### src/rtl/dmem_arbiter.sv
// ============================================================================
// dmem_arbiter
// ----------------------------------------------------------------------------
// Shares the single-port data memory between the pipeline memory stage
// ("core") and an auxiliary requester ("aux", e.g. debug loader or DMA).
// At most one access is granted per cycle. The core has fixed priority, but
// after STARVE_LIMIT consecutive cycles in which aux waited behind the core,
// aux is forced to win for exactly one cycle. Read data returns one cycle
// after the read is issued and is steered to whichever requester owned it.
//
// Parameters:
//   STARVE_LIMIT  consecutive aux-waiting cycles before aux is forced to win
//                 (legal range 1..255)
//   ADDR_W        word-address bits forwarded to the memory
//
// Ports:
//   clk_i, rstn_i                clock, synchronous active-low reset
//   core_req_i/we/funct3/addr/wdata   core request fields
//   core_gnt_o, core_stall_o     core accepted / core waiting this cycle
//   core_rvalid_o, core_rdata_o  core read response (1 cycle after grant)
//   aux_req_i/we/funct3/addr/wdata    aux request fields
//   aux_gnt_o                    aux accepted this cycle
//   aux_rvalid_o, aux_rdata_o    aux read response
//   mem_en_o, mem_we_o, mem_funct3_o, mem_addr_o, mem_wdata_o
//                                winner's access forwarded to the memory
//   mem_rdata_i                  memory read data, valid the cycle after a read
//   perf_stall_cnt_o             core stall cycles (saturating)
//   perf_aux_cnt_o               aux grants (saturating)
//
// Build option:
//   DMEM_ARB_PERF_EN  when defined, the two saturating performance counters
//                     are built; otherwise both perf ports are tied to 0.
// ============================================================================
module dmem_arbiter #(
    parameter int unsigned STARVE_LIMIT = 4,
    parameter int unsigned ADDR_W       = 11
) (
    input  logic              clk_i,
    input  logic              rstn_i,

    input  logic              core_req_i,
    input  logic              core_we_i,
    input  logic [2:0]        core_funct3_i,
    input  logic [31:0]       core_addr_i,
    input  logic [31:0]       core_wdata_i,
    output logic              core_gnt_o,
    output logic              core_stall_o,
    output logic              core_rvalid_o,
    output logic [31:0]       core_rdata_o,

    input  logic              aux_req_i,
    input  logic              aux_we_i,
    input  logic [2:0]        aux_funct3_i,
    input  logic [31:0]       aux_addr_i,
    input  logic [31:0]       aux_wdata_i,
    output logic              aux_gnt_o,
    output logic              aux_rvalid_o,
    output logic [31:0]       aux_rdata_o,

    output logic              mem_en_o,
    output logic              mem_we_o,
    output logic [2:0]        mem_funct3_o,
    output logic [ADDR_W-1:0] mem_addr_o,
    output logic [31:0]       mem_wdata_o,
    input  logic [31:0]       mem_rdata_i,

    output logic [31:0]       perf_stall_cnt_o,
    output logic [31:0]       perf_aux_cnt_o
);

    typedef enum logic [0:0] {
        PRIO_CORE = 1'b0,
        PRIO_AUX  = 1'b1
    } state_e;

    localparam logic [7:0] STARVE_LIMIT_C = 8'(STARVE_LIMIT);

    // Only byte/half/word sizes may be written; anything else is suppressed.
    function automatic logic size_legal(input logic [2:0] funct3);
        logic ok;
        case (funct3)
            3'b000, 3'b001, 3'b010: ok = 1'b1;
            default:                ok = 1'b0;
        endcase
        return ok;
    endfunction

    state_e            state_r;
    state_e            state_next_s;
    logic [7:0]        starve_cnt_r;
    logic [7:0]        starve_cnt_next_s;

    logic              core_gnt_s;
    logic              aux_gnt_s;

    logic              sel_we_s;
    logic [2:0]        sel_funct3_s;
    logic [ADDR_W-1:0] sel_addr_s;
    logic [31:0]       sel_wdata_s;

    logic              rd_pend_r;
    logic              owner_aux_r;

    // Upper address bits are deliberately ignored (word index only).
    logic              unused_addr_hi_s;
    assign unused_addr_hi_s = ^{core_addr_i[31:ADDR_W], aux_addr_i[31:ADDR_W]};

    // Arbitration state register with synchronous reset.
    always_ff @(posedge clk_i) begin
        if (!rstn_i) begin
            state_r      <= PRIO_CORE;
            starve_cnt_r <= 8'd0;
        end else begin
            state_r      <= state_next_s;
            starve_cnt_r <= starve_cnt_next_s;
        end
    end

    // Next-state logic: count contention cycles, force one aux cycle at the limit.
    always_comb begin
        state_next_s      = PRIO_CORE;
        starve_cnt_next_s = 8'd0;
        case (state_r)
            PRIO_CORE: begin
                // In PRIO_CORE aux only waits when the core is also requesting;
                // any other cycle either grants aux or has no aux request.
                if (aux_req_i && core_req_i) begin
                    starve_cnt_next_s = starve_cnt_r + 8'd1;
                    if ((starve_cnt_r + 8'd1) >= STARVE_LIMIT_C) begin
                        state_next_s = PRIO_AUX;
                    end else begin
                        state_next_s = PRIO_CORE;
                    end
                end else begin
                    starve_cnt_next_s = 8'd0;
                    state_next_s      = PRIO_CORE;
                end
            end
            PRIO_AUX: begin
                // Forced-aux window is a single cycle regardless of outcome.
                state_next_s      = PRIO_CORE;
                starve_cnt_next_s = 8'd0;
            end
            default: begin
                state_next_s      = PRIO_CORE;
                starve_cnt_next_s = 8'd0;
            end
        endcase
    end

    // Grant decode from current requests and priority state.
    always_comb begin
        core_gnt_s = 1'b0;
        aux_gnt_s  = 1'b0;
        case (state_r)
            PRIO_CORE: begin
                if (core_req_i) begin
                    core_gnt_s = 1'b1;
                end else if (aux_req_i) begin
                    aux_gnt_s = 1'b1;
                end else begin
                    core_gnt_s = 1'b0;
                    aux_gnt_s  = 1'b0;
                end
            end
            PRIO_AUX: begin
                if (aux_req_i) begin
                    aux_gnt_s = 1'b1;
                end else if (core_req_i) begin
                    core_gnt_s = 1'b1;
                end else begin
                    core_gnt_s = 1'b0;
                    aux_gnt_s  = 1'b0;
                end
            end
            default: begin
                core_gnt_s = 1'b0;
                aux_gnt_s  = 1'b0;
            end
        endcase
    end

    // Winner's request fields onto the memory bus; all zero when idle.
    always_comb begin
        sel_we_s     = 1'b0;
        sel_funct3_s = 3'b000;
        sel_addr_s   = {ADDR_W{1'b0}};
        sel_wdata_s  = 32'h0000_0000;
        if (core_gnt_s) begin
            sel_we_s     = core_we_i;
            sel_funct3_s = core_funct3_i;
            sel_addr_s   = core_addr_i[ADDR_W-1:0];
            sel_wdata_s  = core_wdata_i;
        end else if (aux_gnt_s) begin
            sel_we_s     = aux_we_i;
            sel_funct3_s = aux_funct3_i;
            sel_addr_s   = aux_addr_i[ADDR_W-1:0];
            sel_wdata_s  = aux_wdata_i;
        end else begin
            sel_we_s     = 1'b0;
            sel_funct3_s = 3'b000;
            sel_addr_s   = {ADDR_W{1'b0}};
            sel_wdata_s  = 32'h0000_0000;
        end
    end

    assign core_gnt_o   = core_gnt_s;
    assign aux_gnt_o    = aux_gnt_s;
    assign core_stall_o = core_req_i & ~core_gnt_s;

    // A store with an unsupported size is accepted but never reaches the array.
    assign mem_en_o     = (core_gnt_s | aux_gnt_s) & ~(sel_we_s & ~size_legal(sel_funct3_s));
    assign mem_we_o     = sel_we_s;
    assign mem_funct3_o = sel_funct3_s;
    assign mem_addr_o   = sel_addr_s;
    assign mem_wdata_o  = sel_wdata_s;

    // Remember which requester owns the read issued this cycle.
    always_ff @(posedge clk_i) begin
        if (!rstn_i) begin
            rd_pend_r   <= 1'b0;
            owner_aux_r <= 1'b0;
        end else begin
            rd_pend_r   <= (core_gnt_s | aux_gnt_s) & ~sel_we_s;
            owner_aux_r <= aux_gnt_s;
        end
    end

    assign core_rvalid_o = rd_pend_r & ~owner_aux_r;
    assign aux_rvalid_o  = rd_pend_r &  owner_aux_r;
    assign core_rdata_o  = core_rvalid_o ? mem_rdata_i : 32'h0000_0000;
    assign aux_rdata_o   = aux_rvalid_o  ? mem_rdata_i : 32'h0000_0000;

`ifdef DMEM_ARB_PERF_EN
    logic [31:0] perf_stall_cnt_r;
    logic [31:0] perf_aux_cnt_r;

    // Saturating event counters for stall cycles and aux grants.
    always_ff @(posedge clk_i) begin
        if (!rstn_i) begin
            perf_stall_cnt_r <= 32'h0000_0000;
            perf_aux_cnt_r   <= 32'h0000_0000;
        end else begin
            if (core_stall_o && (perf_stall_cnt_r != 32'hFFFF_FFFF)) begin
                perf_stall_cnt_r <= perf_stall_cnt_r + 32'd1;
            end else begin
                perf_stall_cnt_r <= perf_stall_cnt_r;
            end
            if (aux_gnt_s && (perf_aux_cnt_r != 32'hFFFF_FFFF)) begin
                perf_aux_cnt_r <= perf_aux_cnt_r + 32'd1;
            end else begin
                perf_aux_cnt_r <= perf_aux_cnt_r;
            end
        end
    end

    assign perf_stall_cnt_o = perf_stall_cnt_r;
    assign perf_aux_cnt_o   = perf_aux_cnt_r;
`else
    assign perf_stall_cnt_o = 32'h0000_0000;
    assign perf_aux_cnt_o   = 32'h0000_0000;
`endif

endmodule
### config.mk
export PLATFORM = sky130hd
export DESIGN_NAME = dmem_arbiter
export DESIGN_NICKNAME = d
export VERILOG_FILES = /design/src/rtl/dmem_arbiter.sv
export SDC_FILE = /design/constraint.sdc
export NUM_CORES = 1
export LEC_CHECK = 0
export BUFFER_PORTS_ARGS = -buffer_cell sky130_fd_sc_hd__buf_2
export CAP_MARGIN = 20
export CORE_AREA = 2 2 135 137
export DETAILED_ROUTE_END_ITERATION = 8
export DIE_AREA = 0 0 137 139
export MAX_ROUTING_LAYER = met4
export PLACE_DENSITY = 0.52
export SLEW_MARGIN = 20
export SYNTH_ARGS = -nofsm -noshare
export SYNTH_HDL_FRONTEND = slang
export SYNTH_SLANG_ARGS = --single-unit
### constraint.sdc
create_clock -name clk_i -period 1.4 [get_ports clk_i]
set_input_delay 0.28 -clock clk_i [delete_from_list [all_inputs] [get_ports clk_i]]
set_output_delay 0.28 -clock clk_i [all_outputs]
set_load 0.05 [all_outputs]
# --- Word-level counts from Yosys, hierarchy flattened ---
# Index checks and enable logic that the tools add are counted.
classes:
  add_sub_neg: 1
  mul: 0
  n_div: 0
  magnitude_cmp: 1
  n_eq_ne: 2
  shift: 0
  mux: 22
  n_bitwise: 13
  n_reduce_logical: 3
ops:
  columns: ["operator", "n"]
  rows:
  - ["32-bit 2-to-1 mux", 4]
  - ["11-bit 2-to-1 mux", 2]
  - ["8-bit one-hot mux with 2 select lines", 1]
  - ["1-bit 2-to-1 mux", 9]
  - ["8-bit by 1-bit adder with 8-bit output, second input constant", 1]
  - ["8-bit by 3-bit greater-or-equal comparator with 1-bit output, second input constant", 1]
  - ["8-bit 2-to-1 mux", 1]
  - ["1-bit AND", 6]
  - ["3-bit 2-to-1 mux", 2]
  - ["1-bit inverter", 6]
  - ["1-bit one-hot mux with 2 select lines", 3]
  - ["3-bit by 1-bit equality test with 1-bit output, second input constant", 1]
  - ["3-bit by 2-bit equality test with 1-bit output, second input constant", 1]
  - ["3-bit zero test", 1]
  - ["3-bit OR reduction", 1]
  - ["1-bit logical AND", 1]
  - ["1-bit bitwise OR", 1]
word_totals:
  regBits: 11
  latch_bits: 0
  ram_bits: 0
  rom_bits: 0
  input_bits: 172
  word_cells: 46
  mem_count: 0

# --- Depth between registers and ports, before layout ---
# Gate-level depths: netlist (run 1).
logic_depth:
  word_depth: 12
  depth_mapped: 6
  ltp_nobuf: 5

# --- Least setup slack after synthesis (run 1) ---
# No wires, ideal clock.
synth_timing:
  kind: "register to output"
  start: "register state_r"
  end: "output port mem_en_o"
  arrival_ps: 1987
  required_ps: 1120
  setup_slack_ps: -867
  stages_incl_launch_ff: 6
  n_path_buf: 1
  cell_sequence: "dfxtp_1 -> nand2b_1 -> and2_4 -> buf_6 -> a22o_1 -> a311oi_2"
synth_via:
  elab_chain_cells: 11
  word_cells_on_any_way: 17
  classes_between: "eq/ne (2); mux (7); bitwise (6); reduce/logical (2)"
synth_rtl:
  columns: ["item", "line", "text"]
  rows:
  - ["from (decl)", "88", "state_e state_r;"]
  - ["from (signal assigned)", "114", "state_r <= state_next_s;"]
  - ["1-bit inverter", null, null]
  - ["1-bit one-hot mux with 2 select lines", "155", "case (state_r)"]
  - ["3-bit 2-to-1 mux", "194", "end else if (aux_gnt_s) begin"]
  - ["3-bit 2-to-1 mux *", "189", "if (core_gnt_s) begin"]
  - ["named net mem_funct3_o[0]", "62", "output logic [2:0] mem_funct3_o,"]
  - ["3-bit by 1-bit equality test with 1-bit output (tied with other cells)", "81", "case (funct3)"]
  - ["3-bit OR reduction *", "81", null]
  - ["1-bit 2-to-1 mux *", "81", null]
  - ["1-bit inverter *", "212", "assign mem_en_o = (core_gnt_s | aux_gnt_s) & ~(sel_we_s & ~size_legal(sel_funct3_s));"]
  - ["1-bit AND *", "212", null]
  - ["1-bit inverter *", "212", null]
  - ["1-bit AND *", "212", null]
  - ["to (decl)", "60", "output logic mem_en_o,"]
# Mark *: on every way through the listed nets, which the timed path passes. The rest lies on a longest branch.

# --- Final worst setup path (run 1) ---
layout_timing:
  start: "register state_r"
  end: "output port mem_en_o"
layout_via:
  elab_chain_cells: 11
  word_cells_on_any_way: 17
  classes_between: "eq/ne (2); mux (7); bitwise (6); reduce/logical (2)"
layout_rtl:
  columns: ["item", "line"]
  rows:
  - ["1-bit inverter", null]
  - ["1-bit one-hot mux with 2 select lines", "155"]
  - ["3-bit 2-to-1 mux", "194"]
  - ["3-bit 2-to-1 mux", "189"]
  - ["3-bit by 1-bit equality test with 1-bit output (tied with other cells)", "81"]
  - ["3-bit OR reduction", "81"]
  - ["1-bit 2-to-1 mux", "81"]
  - ["1-bit inverter", "212"]
  - ["1-bit AND", "212"]
  - ["1-bit inverter", "212"]
  - ["1-bit AND *", "212"]
# Every way passes the cells marked *; elsewhere a longest branch is shown, timed or not.

==> results of run 1 <==
-- cells by family after synthesis --
family	Yosys count	share of synthesized area
DFF	11	0.114
buffers and inverters	88	0.307
xor gates and xnor gates	4	0.0181
adders and majority gates	1	0.00647
other	1	0.00194
AOI/OAI and AO/OA	59	0.257
and+or+nand+nor	93	0.296
-- through the flow --
| stage | area (sq um) | setup slack [ns] | hold WS, ns | setup TNS, ns |
|---|---|---|---|---|
| floorplan | 2490 | -0.503 | 0.433 | -9.61 |
| global placement | 3640 | -0.375 | 0.436 | -13.36 |
| detailed placement | 3640 | -0.378 | 0.446 | -15.17 |
| CTS | 5250 | -0.503 | 0.334 | -31.55 |
| global route | 5260 | -0.549 | 0.352 | -33.35 |
| finish | 5260 | -0.489 | 0.338 | -27.57 |
-- worst max-delay path: stages, from the launching register on --
cell	delay (ns)
dfxtp_2	0.34
nand2b_4	0.15
and2_4	0.16
a22o_4	0.23
a311oi_4	0.29
buf_6	0.20
-- cells in the mapped netlist (all sizes together) (3+ instances only) --
library cell	n	area share
a21oi	3	0.0097
a22o	45	0.20
and2	34	0.11
and3	34	0.11
buf	73	0.28
clkbuf	12	0.023
dfxtp	11	0.11
inv	3	0.0058
nand3	3	0.014
nor2	10	0.019
o21ai	3	0.0078
-- what timing repair did --
action                     in CTS  in global routing
setup endpoints to repair     116                118
setup buffers                  15                  2
pin swaps                      32                  6
resized for setup             337                 42
hold buffers                    0                  0
gates cloned                    8                  2
-- cells in the final DEF, fill, tap and decap left out, types with 2 or more instances in the layout --
cell       Yosys  layout
dfxtp_1       11       7
buf_4         66      16
buf_16         0       2
dfxtp_2        0       3
buf_6          1      47
a21oi_1        2       2
inv_2          0       2
and3_4         0      32
conb_1         1      64
and2_4         1      34
nand3_1        2       2
nor3b_1        2       2
nand2_1        2       2
nor2_1        10      10
xnor2_1        2       2
a22o_2         0      21
a31oi_1        2       2
clkbuf_16      0       4
buf_12         0      15
and3_1        34       2
buf_8          0      72
xor2_1         2       2
a22o_4         0      24
or3_1          2       2
buf_2          6     131
o21ai_0        3       3
-- layout make-up --
type / count / area, sq um / share of cell area
timing repair buffer: 284 / 2770 / 0.526
multi-input combinational: 221 / 1890 / 0.359
tap: 229 / 287 / 0.0545
sequential: 11 / 228 / 0.0433
clock buffer: 4 / 78.8 / 0.0150
inverter: 3 / 11.3 / 0.00214
-- worst max path at each step --
stage,from,end,slack [ns],depth (start not counted)
2_1_floorplan,state_r,mem_en_o,-0.50,5
3_5_place_dp,core_req_i,mem_en_o,-0.38,6
6_report,state_r,mem_en_o,-0.49,5
4_1_cts,state_r,mem_en_o,-0.50,5
3_3_place_gp,core_req_i,mem_en_o,-0.38,6
5_1_grt,state_r,mem_en_o,-0.55,5
-- power by group --
group	leakage, nW	switching [mW]	internal (mW)
combinational	2.45	1.40	0.867
sequential	0.0912	0.00409	0.319
clock	0.0382	0.130	0.381
total	2.58	1.53	1.57
-- sequential cells by signal (all words and copies together), names as in the netlist --
name          cells
owner_aux_r       1
rd_pend_r         1
starve_cnt_r      8
state_r           1
-- metal layers --
metal | up-vias | routed length [um] | part of all wire
met4 | 0 | 65 | 0.0064
met1 | 1281 | 3790 | 0.37
met2 | 166 | 5650 | 0.56
met5 | - | 0 | 0
li1 | 1325 | - | -
met3 | 4 | 634 | 0.063
==> results.json, run 1 <==
{
  "async_flop_share": 0,
  "crit_path_end_kind": "output pin",
  "ant_nets": 0,
  "grt_pass1_vias": 2753,
  "die_h_um": 139,
  "post_drt_via_cell_ratio": 3.69,
  "reg2reg_setup_slack_ns": 0.08,
  "min_from": "rstn_i",
  "core_area_sq_um": 17700,
  "clkTransAtPathRegs_ns": 0.04,
  "antenna_cells": 0,
  "reg2reg_depth": 5,
  "worst_ir_drop_vdd_v": 0.000452,
  "clock_path_buffers": 2,
  "cts_tree": "yes",
  "finalSetupViolCount": 116,
  "hold_path_end": "owner_aux_r",
  "max_cap_viol_count": 0,
  "fmaxAchievable_mhz": 529,
  "drt-wirelength-per-cell_um": 13.5,
  "dp_hpwl_um": 6410,
  "use_met1": 0.106,
  "finalNonFillerCells": 752,
  "vias": 2776,
  "drt_iter0_drc": 56,
  "grt-ovfl-total": 0,
  "drc": 0,
  "met3_usage": 0.00987,
  "gp_congestion": 0.729,
  "grt_max_degree": 39,
  "power_mw": 3.10,
  "syn_to_final_growth_pct": 172,
  "r2r_end": "state_r",
  "arrival_ns": 1.61,
  "io_pins": 353,
  "fin_util": 0.298,
  "syn_area_sq_um": 1930,
  "dieArea_sq_um": 19000,
  "start_util": 0.110,
  "hold_path_class": "in -> reg",
  "ys_warn_count": 0,
  "antenna_found_initial": 0,
  "crit_type": "reg -> out",
  "num-fill-cells": 1783,
  "ys.flop_type": "dfxtp_1",
  "rsz0062_at_grt": "true",
  "fin_crit_ns": 1.89,
  "dp_cells": 730,
  "nets": 697,
  "fin_crit_sh": 1.35,
  "p_leak_nw": 2.58,
  "violations": "negative setup slack",
  "ys_ff_latch": 11,
  "groute.usage.overall": 0.0952,
  "busiest_layer": "met2",
  "numPortBuffers": 246,
  "ys_seq_area_frac": 0.114,
  "fin_skew_ns": 0.000620,
  "grt_pass1_wl_um": 14300,
  "insertion_delay_ns": 0.23,
  "cts_root_buf": "clkbuf_16",
  "synth_edf_count": 0,
  "required_ns": 1.12,
  "clock_sinks": 11,
  "use_met2": 0.184,
  "syn_avg_cell_area_sq_um": 7.53,
  "numCtsBuffers": 3,
  "outcome": "complete, but fails checks",
  "start_kind": "flip-flop",
  "drv_slew": 0,
  "setup_ws_ns": -0.489,
  "drt_wl_total_um": 10100,
  "whs_path_depth": 2,
  "dr.pass1.iters": 4,
  "synth_cells": 257,
  "power-per-cell-area_nw_per_um2": 589,
  "synth_cell_types": 34,
  "fp-row-count": 49,
  "critPathMaxFanout": 4,
  "h-tree-depth": 1,
  "die_w_um": 137,
  "hold_viol_final": 0,
  "rr_startpoint": "starve_cnt_r[1]",
  "drive_gt1_frac": 0.793
}
(Power assumes the default switching activity.)
==> run 2, diff against run 1 <==
SETUP_SLACK_MARGIN = 0.2   (was unset)
==> run 2 against run 1 <==
The run still ends with negative setup slack left. Final cell count grew 3.2%. Combinational power rose by 3%. Fmax increased by 0.52%. Clock power is essentially flat. Power grew 2.2%. Via count up 3.6%. Worst hold slack gained 0.011 ns. Setup slack improved by 0.0098 ns. Die area is the same. Critical path depth unchanged. Design area up 6.0%.
==> results.json, run 2 (synthesis results as in run 1) <==
{
  "arrival_ns": 1.60,
  "num-fill-cells": 1804,
  "syn_to_final_growth_pct": 188,
  "largest_reg_flops": 8,
  "crit_type": "reg -> out",
  "h-tree-depth": 1,
  "violations": "negative setup slack",
  "outcome": "complete, but fails checks",
  "core_area_sq_um": 17700,
  "min_from": "rstn_i",
  "fmaxAchievable_mhz": 532,
  "ant_nets": 0,
  "dr.pass1.iters": 4,
  "reg2reg_setup_slack_ns": 0.06,
  "regMostFlops": "starve_cnt_r",
  "hold_viol_final": 0,
  "dieArea_sq_um": 19000,
  "insertion_delay_ns": 0.23,
  "max_cap_viol_count": 0,
  "stdcell_area_sq_um": 5580,
  "rsz0062_at_grt": "true",
  "drv_slew": 0,
  "clkTransAtPathRegs_ns": 0.04,
  "power_mw": 3.17,
  "drt_wl_total_um": 10500,
  "rr_startpoint": "state_r",
  "cts.hold.buffers_added": 0,
  "finalNonFillerCells": 776,
  "numPortBuffers": 246,
  "drc": 0,
  "setup_ws_ns": -0.479,
  "cts_tree": "yes",
  "setup.worst_path.start": "state_r",
  "switching_power_mw": 1.55,
  "drt-wirelength-per-cell_um": 13.5,
  "drive_gt1_frac": 0.817,
  "most-common-layout-cells": "buf_2, buf_8, conb_1",
  "grt_max_degree": 28,
  "fp-row-count": 49,
  "fin_skew_ns": 0.000686,
  "grt_pass1_vias": 2917,
  "dpl-instance-area_sq_um": 3930,
  "die_w_um": 137,
  "groute.usage.overall": 0.101,
  "critPathMaxFanout": 4,
  "fin_crit_ns": 1.88,
  "vias": 2877,
  "final_common_cell": "buf_2",
  "numCtsBuffers": 3,
  "p_clk_frac": 0.162,
  "dp_cells": 738,
  "drt_iter0_drc": 55,
  "fin_util": 0.316,
  "p_comb_frac": 0.739,
  "antenna_found_initial": 0,
  "antenna_cells": 0,
  "sw_frac_of_total": 0.489,
  "internal_power_mw": 1.62,
  "setup-tns-final_ns": -34.76,
  "worst_ir_drop_vdd_v": 0.000307,
  "nets": 721,
  "grt_pass1_wl_um": 15000,
  "io_pins": 353,
  "dp_hpwl_um": 7270,
  "start_util": 0.110,
  "finalSetupViolCount": 116,
  "post_drt_via_cell_ratio": 3.71,
  "p_seq_frac": 0.099,
  "p_leak_nw": 2.73,
  "clock_sinks": 11,
  "fin_crit_sh": 1.34,
  "crit_path_end_kind": "output pin",
  "hold_path_class": "in -> reg",
  "power-per-cell-area_nw_per_um2": 568,
  "cts_root_buf": "clkbuf_16",
  "required_ns": 1.12,
  "gp_congestion": 0.749,
  "grt-ovfl-total": 0,
  "start_kind": "flip-flop",
  "dpl_worst_slack_ns": -0.412,
  "clock_path_buffers": 2,
  "die_h_um": 139,
  "holdWs_ns": 0.349
}
==> run 2: final cells by class <==
| class | count | area [sq um] | share of cell area |
|---|---|---|---|
| Timing Repair Buffer | 308 | 3060 | 0.548 |
| Multi-Input combinational cell | 221 | 1890 | 0.339 |
| Tap cell | 229 | 287 | 0.0514 |
| Sequential cell | 11 | 253 | 0.0453 |
| Clock buffer | 4 | 78.8 | 0.0141 |
| Inverter | 3 | 11.3 | 0.00202 |
==> run 2: critical path: stages, from the launching register on <==
cell and delay (ns):
dfxtp_2 0.34, nand2b_4 0.16, and2_4 0.16, a22o_4 0.23, a311oi_4 0.27, buf_6 0.20
==> run 2: path summary, 6_finish.rpt <==
path / cells after the start / end
max: 5 / mem_en_o
min: 2 / rd_pend_r
max reg2reg: 6 / rd_pend_r
min reg2reg: 1 / starve_cnt_r[0]
==> run 2: per-layer routing <==
layer	up-vias	routed length [um]	global-route usage
met1	1299	3700	0.103
met3	15	798	0.0121
met5	-	0	-
li1	1375	-	-
met4	0	147	0.0228
met2	188	5860	0.201
==> run 2: power by group through the flow <==
stage,Combinational (mW),Sequential (mW),Clock (mW)
floorplan,1.51,0.332,0
global placement,1.83,0.335,0
detailed placement,1.84,0.335,0
CTS,2.28,0.322,0.529
global route,2.44,0.314,0.539
finish,2.34,0.314,0.512
==> run 2: what timing repair did <==
item	in CTS	in global routing
setup buffers	15	10
gates resized for setup	330	14
pin swaps	35	18
endpoints found under the setup margin	120	120
gates cloned	7	2
==> run 3, diff against run 2 <==
MAX_ROUTING_LAYER = unset   (was met4)
==> run 3 against run 2 <==
The run still ends with negative setup slack left. Power decreased by 0.15%. Die area unchanged. Critical path depth unchanged. Register-to-register slack about the same. Largest power group unchanged. Clock-buffer cell count unchanged. Via count decreased by 0.24%. Critical path type unchanged. Core utilization decreased by 0.064 points. Non-clock buffer count unchanged. Setup slack got worse by 0.00082 ns.
==> results.json, run 3 (synthesis results as in run 1) <==
{
  "worst_ir_drop_vdd_v": 0.000306,
  "drive_gt1_frac": 0.817,
  "final_common_cell": "buf_2",
  "critPathMaxFanout": 4,
  "dieArea_sq_um": 19000,
  "post_drt_via_cell_ratio": 3.70,
  "crit_type": "reg -> out",
  "ant_nets": 0,
  "fin_crit_sh": 1.34,
  "rsz0062_at_grt": "true",
  "multi_input_area_sq_um": 1890,
  "whs_path_depth": 2,
  "dp_hpwl_um": 7270,
  "antenna_found_initial": 0,
  "max_cap_viol_count": 0,
  "drv_slew": 0,
  "most-common-layout-cells": "buf_2, buf_8, conb_1",
  "largest_reg_flops": 8,
  "cts_tree": "yes",
  "power-per-cell-area_nw_per_um2": 569,
  "finalSetupViolCount": 116,
  "num-fill-cells": 1804,
  "numPortBuffers": 246,
  "die_w_um": 137,
  "hold_path_class": "in -> reg",
  "fin_skew_ns": 0.000673,
  "groute.usage.overall": 0.0986,
  "crit_path_end_kind": "output pin",
  "insertion_delay_ns": 0.23,
  "p_leak_nw": 2.73,
  "dpl-instance-area_sq_um": 3930,
  "grt_pass1_vias": 2913,
  "cts_root_buf": "clkbuf_16",
  "seqCellArea_sq_um": 253,
  "drt_iter0_drc": 57,
  "outcome": "complete, but fails checks",
  "clock_path_buffers": 2,
  "start_util": 0.110,
  "antenna_cells": 0,
  "h-tree-depth": 1,
  "met3_usage": 0.0172,
  "numCtsBuffers": 3,
  "vias": 2870,
  "nets": 721,
  "drt-wirelength-per-cell_um": 13.6,
  "hold_viol_final": 0,
  "busiest_layer": "met2",
  "dr.pass1.iters": 4,
  "grt-ovfl-total": 0,
  "grt_pass1_wl_um": 15100,
  "violations": "negative setup slack",
  "drc": 0,
  "clock_sinks": 11,
  "reg2reg_depth": 6,
  "io_pins": 353,
  "core_area_sq_um": 17700,
  "gp_congestion": 0.740,
  "setup-tns-final_ns": -34.81,
  "clkTransAtPathRegs_ns": 0.04,
  "fmaxAchievable_mhz": 532,
  "fin_util": 0.315,
  "fp-row-count": 49,
  "setup_ws_ns": -0.480,
  "cts.hold.buffers_added": 0,
  "required_ns": 1.12,
  "arrival_ns": 1.60,
  "regMostFlops": "starve_cnt_r",
  "die_h_um": 139,
  "grt_max_degree": 28,
  "start_kind": "flip-flop",
  "stdcell_area_sq_um": 5570,
  "use_met2": 0.201,
  "syn_to_final_growth_pct": 188,
  "drt_wl_total_um": 10500,
  "fin_crit_ns": 1.88,
  "use_met1": 0.101
}
[run 3: changes by cell type in the layout (fill, tap and decap cells not counted)]
cell | previous run | this run
buf_4 | 32 | 35
buf_6 | 56 | 53
[run 3: worst max-delay path, stage by stage (launching register included)]
cell,delay (ns)
dfxtp_2,0.34
nand2b_4,0.16
and2_4,0.16
a22o_4,0.23
a311oi_4,0.27
buf_6,0.20
[run 3: path summary, 6_finish.rpt]
check | startpoint | endpoint | slack [ns]
max | state_r | mem_en_o | -0.48
min reg2reg | starve_cnt_r[0] | starve_cnt_r[0] | 0.46
max reg2reg | state_r | rd_pend_r | 0.06
min | rstn_i | rd_pend_r | 0.35
[run 3: timing repair]
| item | in CTS | in global routing |
|---|---|---|
| endpoints found under the hold margin | 0 | 0 |
| pin swaps | 35 | 18 |
| gates resized for setup | 330 | 11 |
| gates cloned | 7 | 2 |
| buffers inserted | 15 | 10 |
| setup endpoints to repair | 120 | 120 |
[run 3: per-layer routing]
metal / vias to the layer above / part of all wire
met2: 185 / 0.56
met3: 13 / 0.084
met5: - / 0
met4: 0 / 0.013
met1: 1296 / 0.35
li1: 1376 / -
[run 3: area by class of cell]
class	count	share of cell area
repair buffers	308	0.547
clock buffers	4	0.0142
well taps	229	0.0515
flip-flops and latches	11	0.0454
inverters	3	0.00202
multi-input cells	221	0.340
[run 3: through the flow]
step	total power [mW]	worst slack, ns	hold slack (ns)	cells
2_1_floorplan	1.84	-0.503	0.433	320
3_3_place_gp	2.17	-0.369	0.466	738
5_1_grt	3.29	-0.521	0.365	776
6_report	3.16	-0.480	0.348	776
3_5_place_dp	2.17	-0.412	0.483	738
4_1_cts	3.13	-0.477	0.348	764
[run 3: where the power goes]
part / leakage [nW] / total [mW] / internal [mW] / switching (mW)
logic: 2.59 / 2.34 / 0.928 / 1.41
clock network: 0.0382 / 0.512 / 0.381 / 0.131
registers: 0.0962 / 0.314 / 0.307 / 0.00679
total: 2.73 / 3.16 / 1.62 / 1.55
